### config.mk
export PLATFORM = sky130hd
export DESIGN_NAME = ahb_qos_arbiter
export DESIGN_NICKNAME = d
export VERILOG_FILES = /design/src/rtl/ahb_qos_arbiter.sv
export SDC_FILE = /design/constraint.sdc
export NUM_CORES = 1
export LEC_CHECK = 0
export BUFFER_PORTS_ARGS = -buffer_cell sky130_fd_sc_hd__clkbuf_2
export CORE_MARGIN = 5
export CORE_UTILIZATION = 50
export CTS_BUF_LIST = sky130_fd_sc_hd__clkbuf_16
export DETAILED_ROUTE_END_ITERATION = 10
export PLACE_DENSITY = 0.69
export SYNTH_ARGS = -nofsm -noshare
export SYNTH_HDL_FRONTEND = slang
export SYNTH_SLANG_ARGS = --single-unit
### constraint.sdc
create_clock -name HCLK -period 8.2 [get_ports HCLK]
set_clock_uncertainty 0.2 [all_clocks]
set_input_delay 2.05 -clock HCLK [delete_from_list [all_inputs] [get_ports HCLK]]
set_output_delay 2.05 -clock HCLK [all_outputs]
set_load 0.1 [all_outputs]
### src/rtl/ahb_qos_arbiter.sv
// -----------------------------------------------------------------------------
// ahb_qos_arbiter
//   Priority/QoS arbiter for up to four AHB masters sharing one address/data
//   bus. Each requester competes on a tier: its static 2-bit priority, or the
//   urgent tier 4 once it has waited AGE_LIMIT cycles. Ties rotate round-robin
//   from the master after the current address-phase owner. Fixed-length
//   bursts and locked sequences keep the grant. Undefined-length INCR bursts
//   keep it until MAX_INCR beats while another master is waiting.
//
// Ports
//   HCLK        bus clock
//   HRESETn     asynchronous active-low reset
//   HBUSREQ     per-master bus request
//   HLOCK       per-master locked-sequence request
//   PRIO        static priority, PRIO[2i+1:2i] for master i (3 = highest)
//   HREADY      global transfer-complete
//   HTRANS      owner's transfer type (IDLE/BUSY/NONSEQ/SEQ)
//   HBURST      owner's burst type
//   HGRANT      registered one-hot grant
//   HMASTER     address-phase owner
//   HMASTER_D   data-phase owner
//   HMASTLOCK   current address phase belongs to a locked sequence
// -----------------------------------------------------------------------------
module ahb_qos_arbiter #(
    parameter int unsigned NUM_MASTERS = 4,
    parameter int unsigned MAX_INCR    = 16,
    parameter int unsigned AGE_LIMIT   = 32
) (
    input  logic                       HCLK,
    input  logic                       HRESETn,
    input  logic [NUM_MASTERS-1:0]     HBUSREQ,
    input  logic [NUM_MASTERS-1:0]     HLOCK,
    input  logic [2*NUM_MASTERS-1:0]   PRIO,
    input  logic                       HREADY,
    input  logic [1:0]                 HTRANS,
    input  logic [2:0]                 HBURST,
    output logic [NUM_MASTERS-1:0]     HGRANT,
    output logic [1:0]                 HMASTER,
    output logic [1:0]                 HMASTER_D,
    output logic                       HMASTLOCK
);

    // Counter must hold both MAX_INCR and the longest fixed-burst remainder (15).
    localparam int unsigned CNT_MAX = (MAX_INCR > 15) ? MAX_INCR : 15;
    localparam int unsigned CNT_W   = $clog2(CNT_MAX + 1);
    localparam int unsigned AGE_W   = $clog2(AGE_LIMIT + 1);

    typedef enum logic [1:0] {
        ST_ARB,
        ST_BURST,
        ST_INCR,
        ST_LOCKED
    } state_t;

    state_t             state;
    logic [1:0]         gi;
    logic [CNT_W-1:0]   cnt;
    logic [AGE_W-1:0]   age [NUM_MASTERS];

    logic [2:0]         tier [NUM_MASTERS];
    logic [2:0]         best;
    logic [1:0]         win;
    logic [1:0]         idx;
    logic               found;

    logic               is_seq;
    logic               is_nonseq;
    logic               is_idle;
    logic               lock_next;
    logic               start_burst;
    logic               others_req;
    logic [CNT_W-1:0]   len_m1;

    function automatic logic [NUM_MASTERS-1:0] onehot(input logic [1:0] sel);
        onehot      = '0;
        onehot[sel] = 1'b1;
    endfunction

    assign is_seq    = HREADY && (HTRANS == 2'b11);
    assign is_nonseq = HREADY && (HTRANS == 2'b10);
    assign is_idle   = HREADY && (HTRANS == 2'b00);
    assign lock_next = HLOCK[gi] & HBUSREQ[gi];

    // A burst is only tracked when the grant is still with the master driving
    // the NONSEQ; if the grant has already moved on, that master is handing
    // the bus over on this edge and its burst is not protected.
    assign start_burst = is_nonseq && (gi == HMASTER);

    assign others_req = |(HBUSREQ & ~onehot(HMASTER));

    // Beats remaining after the NONSEQ of a fixed-length burst.
    always_comb begin
        len_m1 = '0;
        unique case (HBURST)
            3'b010, 3'b011: len_m1 = CNT_W'(3);
            3'b100, 3'b101: len_m1 = CNT_W'(7);
            3'b110, 3'b111: len_m1 = CNT_W'(15);
            default:        len_m1 = '0;
        endcase
    end

    // Tier per master: urgent (4) once aged out, else static priority.
    always_comb begin
        for (int unsigned i = 0; i < NUM_MASTERS; i++) begin
            if (age[i] >= AGE_W'(AGE_LIMIT)) begin
                tier[i] = 3'd4;
            end else begin
                tier[i] = {1'b0, PRIO[2*i +: 2]};
            end
        end
    end

    // Highest tier among requesters, then the first such master scanning
    // from HMASTER+1 round the ring. No requester parks on the current grant.
    always_comb begin
        best  = '0;
        win   = gi;
        idx   = '0;
        found = 1'b0;
        for (int unsigned i = 0; i < NUM_MASTERS; i++) begin
            if (HBUSREQ[i] && (tier[i] > best)) begin
                best = tier[i];
            end
        end
        for (int unsigned k = 1; k <= NUM_MASTERS; k++) begin
            idx = HMASTER + 2'(k);
            if (!found && HBUSREQ[idx] && (tier[idx] == best)) begin
                win   = idx;
                found = 1'b1;
            end
        end
    end

    always_ff @(posedge HCLK or negedge HRESETn) begin
        if (!HRESETn) begin
            state     <= ST_ARB;
            gi        <= '0;
            HGRANT    <= NUM_MASTERS'(1);
            HMASTER   <= '0;
            HMASTER_D <= '0;
            HMASTLOCK <= 1'b0;
            cnt       <= '0;
        end else begin
            if (HREADY) begin
                HMASTER   <= gi;
                HMASTER_D <= HMASTER;
                HMASTLOCK <= lock_next;
            end

            unique case (state)
                ST_ARB: begin
                    if (HREADY && lock_next) begin
                        // Grant stays with the master entering the lock.
                        state <= ST_LOCKED;
                    end else if (start_burst && (HBURST == 3'b001)) begin
                        state <= ST_INCR;
                        cnt   <= CNT_W'(1);
                    end else if (start_burst && (HBURST != 3'b000)) begin
                        state <= ST_BURST;
                        cnt   <= len_m1;
                    end else begin
                        gi     <= win;
                        HGRANT <= onehot(win);
                    end
                end

                ST_BURST: begin
                    if (is_seq) begin
                        if (cnt == CNT_W'(1)) begin
                            state <= ST_ARB;
                        end
                        cnt <= cnt - 1'b1;
                    end else if (is_idle || is_nonseq) begin
                        state <= ST_ARB;
                    end
                end

                ST_INCR: begin
                    if (HREADY) begin
                        if (!HBUSREQ[HMASTER] || (HTRANS == 2'b00) ||
                            ((cnt == CNT_W'(MAX_INCR)) && others_req)) begin
                            state <= ST_ARB;
                        end else if ((HTRANS == 2'b11) && (cnt != CNT_W'(MAX_INCR))) begin
                            cnt <= cnt + 1'b1;
                        end
                    end
                end

                ST_LOCKED: begin
                    if (HREADY && !HLOCK[HMASTER]) begin
                        state <= ST_ARB;
                    end
                end

                default: state <= ST_ARB;
            endcase
        end
    end

    // Waiting-time counters; held at zero while the master owns the address
    // phase or is not requesting, and cleared on the edge it takes the bus.
    always_ff @(posedge HCLK or negedge HRESETn) begin
        if (!HRESETn) begin
            for (int unsigned i = 0; i < NUM_MASTERS; i++) begin
                age[i] <= '0;
            end
        end else begin
            for (int unsigned i = 0; i < NUM_MASTERS; i++) begin
                if (!HBUSREQ[i] || (HMASTER == 2'(i)) || (HREADY && (gi == 2'(i)))) begin
                    age[i] <= '0;
                end else if (age[i] != AGE_W'(AGE_LIMIT)) begin
                    age[i] <= age[i] + 1'b1;
                end
            end
        end
    end

endmodule

* After elaboration in Yosys (flattened, before gate mapping)
Index checks and enable logic that the tools add are counted. W data, S select, Z words.
Operators by class: $add $sub $neg 9, multiply operators 0, div/mod/pow operators 0, order comparisons 20, eq/ne operators 41, shifts and indexed selects 0, muxes and demuxes 72, bitwise operators 10, reduce and logical (&&, ||, !) cells 64
Operator list (number):
- $mux W3 | 16
- $mux W6 | 8
- $mux W5 | 7
- $logic_and A1 B1 Y1 | 27
- $mux W2 | 13
- $add A6 B1 Y6 const B | 4
- $bmux W3 S2 | 4
- $ge A6 B6 Y1 const B | 4
- $ne A6 B6 Y1 const B | 4
- $lt A2 B3 Y1 const B | 6
- $eq A2 B2 Y1 const B | 8
- $pmux W5 S3 | 1
- $bmux W1 S2 | 7
- $ne A2 B2 Y1 const B | 7
- $eq A3 B3 Y1 | 4
- $eq A3 B3 Y1 const B | 4
- $ge A3 B3 Y1 const B | 4
- $mux W1 | 12
- $not A2 Y3 | 4
- $pmux W4 S3 | 1
- $logic_or A1 B1 Y1 | 11
- $gt A3 B3 Y1 | 3
- $logic_not A1 Y1 | 9
- $ne A3 B3 Y1 const B | 3
- 28 further kinds | 45
Storage, ports and cells: register bits after elaboration 42, latch bits 0, bits in writable memories 0, memory bits (read-only) 0, bits of input ports 24, output and inout port bits 9, word-level logic and storage cells 227, memories 0

* Longest topological paths before layout
depth after elaboration 33, mapped depth 26, gate-level depth less buffers 23

* Worst setup path after synthesis
Ideal clock, no wire load.
kind in2reg, from input HBUSREQ[0], to register gi[0], library setup time 0.132 ns, data arrival time 7.420 ns, data required time 7.868 ns, path slack 0.448 ns, stages 23, buffers on the path 4, path through clkbuf_1 nand2_1 ha_1 and3b_1 o211ai_2 mux2_2 ha_1 and3b_1 o211ai_1 clkbuf_1 o21ai_0 ha_1 nor2b_1 or3_1 clkbuf_1 and3_1 clkbuf_1 or3_1 a221o_1 nand2_1 o31ai_1 a2111o_1 a21boi_1
Between the ends: longest elaborated chain between the ends 26, elaborated cells on any way between the ends 46, those cells by class 3 x order compare; 4 x eq/ne; 21 x mux; 2 x bitwise; 16 x reduce/logical
RTL lines:
- from (decl) | line 31 | input logic [NUM_MASTERS-1:0] HBUSREQ,
- $logic_and A1 B1 Y1 | line 121 | if (HBUSREQ[i] && (tier[i] > best)) begin
- $mux W3 | line 121
- $gt A3 B3 Y1 | line 121
- $logic_and A1 B1 Y1 | line 121
- $mux W3 | line 121
- $gt A3 B3 Y1 | line 121
- $logic_and A1 B1 Y1 | line 121
- $mux W3 | line 121
- [... 7 more ...]
- $logic_and A1 B1 Y1 (2 in a row) | line 127 | if (!found && HBUSREQ[idx] && (tier[idx] == best)) begin
- $mux W1 | line 127
- $logic_not A1 Y1 | line 127
- $logic_and A1 B1 Y1 (2 in a row) | line 127
- $mux W1 | line 127
- $logic_not A1 Y1 | line 127
- $logic_and A1 B1 Y1 (2 in a row) | line 127
- $mux W2 | line 127
- to (signal assigned) | line 162 | gi <= win;
- to (decl) | line 56 | logic [1:0] gi;
Several ways; a longest one is shown, not always the timed one. The select of a mux whose other input is x is not followed. A chain may end at the register's enable or synchronous reset.

* Worst setup path after layout
from input PRIO[1], to register gi[0]
Between the ends: longest elaborated chain between the ends 28, elaborated cells on any way between the ends 46, those cells by class 4 x order compare; 4 x eq/ne; 24 x mux; 14 x reduce/logical
RTL lines:
- from (decl) | line 33 | input logic [2*NUM_MASTERS-1:0] PRIO,
- $mux W3 * | line 105 | if (age[i] >= AGE_W'(AGE_LIMIT)) begin
- $gt A3 B1 Y1 | line 121
- $logic_and A1 B1 Y1 | line 121
- $mux W3 | line 121
- $gt A3 B3 Y1 | line 121
- $logic_and A1 B1 Y1 | line 121
- $mux W3 | line 121
- $gt A3 B3 Y1 | line 121
- [... 9 more ...]
- $logic_and A1 B1 Y1 (2 in a row) | line 127
- $mux W1 | line 127
- $logic_not A1 Y1 | line 127
- $logic_and A1 B1 Y1 (2 in a row) | line 127
- $mux W1 | line 127
- $logic_not A1 Y1 | line 127
- $logic_and A1 B1 Y1 (2 in a row) | line 127
- $mux W2 * | line 127
Mark *: on every way between the ends. The rest lies on a longest branch, timed or not. The select of a mux whose other input is x is not followed.

==> metrics.yaml <==
grt_pass1_wl_mm: 16.0
r2r_cells: 20
io_pins: 33
slew_headroom: 0.347
dp_worst_setup_slack_ps: 280
hold_path_depth: 2
syn2layout_area_growth_pct: 9.30
max_freq_mhz: 131
avgSynthCellArea_um2: 8.89
synth_seq_cells: 42
maxCapViolCount: 0
r2r_start: "age[23]"
dp_hpwl_mm: 7.14
die_w_um: 98.6
cts_root_buffer: "clkbuf_16"
power.leakage_nw: 1.89
yosysUniqueCellTypes: 64
slowest_stage: "or3_1"
grt_use_total: 0.199
outcome: "finished, final reports clean"
min_from: "HGRANT[0]"
fin_crit_ps: 7650
async_flop_share: 1.00
htree_num_levels: 2
hold_path.class: "register to register"
crit_type: "input pin to register"
first_iter_violations: 211
area.sequential_mm2: 0.00105
p_per_area_mw_per_mm2: 300
first_global_vias: 3369
die_area_mm2: 0.00973
rsz0062_at_grt: "no"
post_cts_resize_count: 0
required_ps: 8150
synthCells: 442
cts_sinks: 42
path_delay_family: "simple AND/OR/NAND/NOR gates"
ys_warn_count: 0
clkTransAtPathRegs_ps: 70
numPortBuffers: 32
hold_end: "HGRANT[0]"
path_cells: "clkbuf_2, nor2b_1, nand2_1, ha_1, and3b_1, o211ai_2, mux2_2, ha_1, and3b_1, o211ai_1, o21ai_0, ha_1, nor2b_1, or3_1, and3_1, or3_1, a221o_1, nand2_1, o31ai_1, a2111o_1, a21boi_1"
slowest_delay_ps: 470
ctsHoldBuffers: 0
r2r_slack_ps: 1840
post_cts_buffers: 0
core_mm2: 0.00769
clockBufferDepth: 2
reg2reg_to: "gi[0]"
num_vias: 3475
worstPathArrival_ps: 7600
synth_nets: 495
ys.flop_type: "dfrtp_1"
vias_per_cell: 6.16
antenna_left: 0
finalCritPeriodShare: 0.933
end_kind: "register"
finalMaxSlewViolations: 0
tns_ps: 0
drc_errors: 0
path_max_fanout: 10
startpoint: "PRIO[1]"
fill_cells: 734
synth_edf_count: 0
finalHoldViolations: 0
start_util: 0.511
routedWlPerCell_um: 16.9
n_antenna_cell: 0
critical_path_depth: 21
gp_congestion: 0.924
drive_above_1_share: 0.169
crit_buf_inv: 1
antenna_found_initial: 0
timing.final.ws_setup_ps: 550
drtPass1Iterations: 5
power.total_w: 0.00129
synth_mux_area_frac: 0.125
insertion_delay_ps: 280
ys_seq_area_frac: 0.268
yosys.area_share.simple: 0.196
grt.overflow.total: 0
nets: 514
multi_input_area_mm2: 0.00264
cpMostUsedCell: "ha_1"
grt_max_degree: 43
cts_tree: "yes"
synth-compound-area-share: 0.210
core.rowCount: 32
cts_buffers: 5
postRouteWirelength_mm: 9.51
worst_slew_pin_slew_ps: 967
critPathLaunchType: "input pin"
syn_area_mm2: 0.00393
vdd_drop_max_mv: 0.191
setup_violations: 0
synth_top_family_by_area: "compound AO/OA/AOI/OAI gates"
dieHeight_um: 98.6
yosys.area_share.adder: 0.0924
synth-xor-area-share: 0.0490
==> cells by family (layout without fill, tap and decap cells) <==
kind of cell	Yosys count	in the layout
mux	26	26
fa+ha+maj	29	29
compound gates	115	115
flops	42	42
buf+inv	57	77
xor+xnor	22	22
simple gates	151	151
==> worst reg2reg max path, stage by stage (launching register included) <==
cell and delay [ps]:
dfrtp_1 520, nor2b_1 300, nand2_1 110, ha_1 300
and3b_1 190, o211ai_2 230, mux2_2 400, ha_1 310
and3b_1 200, o211ai_1 460, o21ai_0 160, ha_1 300
nor2b_1 140, or3_1 470, and3_1 310, or3_1 390
a221o_1 410, nand2_1 130, o31ai_1 100, a2111o_1 420
a21boi_1 150
==> power by group <==
| part | leakage [nW] | internal [W] | switching (W) |
|---|---|---|---|
| sequential | 0.553 | 0.000261 | 0.0000663 |
| clock | 0.0664 | 0.000114 | 0.0000858 |
| combinational | 1.27 | 0.000274 | 0.000488 |
| total | 1.89 | 0.000648 | 0.000640 |
==> registers in the layout (all words and copies together), names as in the netlist <==
name       flops
age           24
cnt            5
HGRANT         4
HMASTER        2
HMASTER_D      2
gi             2
state          2
HMASTLOCK      1
==> cells in the final DEF (no fill, tap or decap), types with 7 or more instances in the layout <==
master     n
xor2_1     9
o211ai_1  15
nor2_1    36
ha_1      29
nor3_1    11
xnor2_1   13
o21ai_0   25
dfrtp_1   41
nand3_1   17
o31ai_1    9
nand2b_1   9
a211oi_1   7
clkbuf_2  32
inv_1     29
and3_1     7
nand2_1   32
nand4_1    9
mux4_2    18
a21oi_1   11
a21o_1     7
==> cell type report <==
class                   instances  share of cell area
repair buffers                 38              0.0478
well taps                     102              0.0297
clock buffers                   5              0.0291
flip-flops and latches         42               0.245
clock inverters                 3             0.00554
multi-input cells             343               0.616
inverters                      31              0.0271
==> synth_stat cells, drive strengths merged, types with 3 or more instances <==
cell type	instances	share of area
and3	7	0.011
mux4	18	0.10
xnor2	13	0.029
a221o	3	0.0076
ha	29	0.092
nor2b	7	0.014
nand2b	9	0.014
a211o	3	0.0067
clkbuf	19	0.018
o21ai	28	0.036
buf	7	0.011
nand3	17	0.022
or3	6	0.0096
a211oi	8	0.017
nand2	32	0.031
nor4	3	0.0048
a21oi	11	0.014
or4	3	0.0057
mux2	4	0.011
nor2	36	0.034
mux2i	4	0.010
o22ai	3	0.0048
inv	31	0.030
o2111ai	4	0.0089
o211ai	16	0.032
dfrtp	41	0.26
nor3	11	0.014
a21o	7	0.013
nand4	9	0.014
xor2	9	0.020
o31ai	9	0.017
a22o	3	0.0067
==> how the worst max path moves through the flow <==
stage / endpoint / slack [ps]
2_1_floorplan: gi[0] / 450
3_3_place_gp: gi[0] / 450
3_5_place_dp: gi[0] / 280
4_1_cts: gi[0] / 580
5_1_grt: gi[0] / 150
6_report: gi[0] / 550
==> through the flow <==
stage	std cells	hold WS [ps]	utilization	instance area, um^2
2_1_floorplan	442	298	-	3930
6_report	564	280	0.559	4290
5_1_grt	564	307	0.559	4290
3_3_place_gp	556	268	0.539	4150
4_1_cts	564	285	0.559	4290
3_5_place_dp	556	272	0.539	4150
==> layer usage <==
metal / GRT usage / part of all wire
met5: 0 / 0
met4: 0.0483 / 0.018
met3: 0.0333 / 0.048
met2: 0.354 / 0.50
met1: 0.251 / 0.43
No activity file was read; power rests on OpenSTA's default activity.
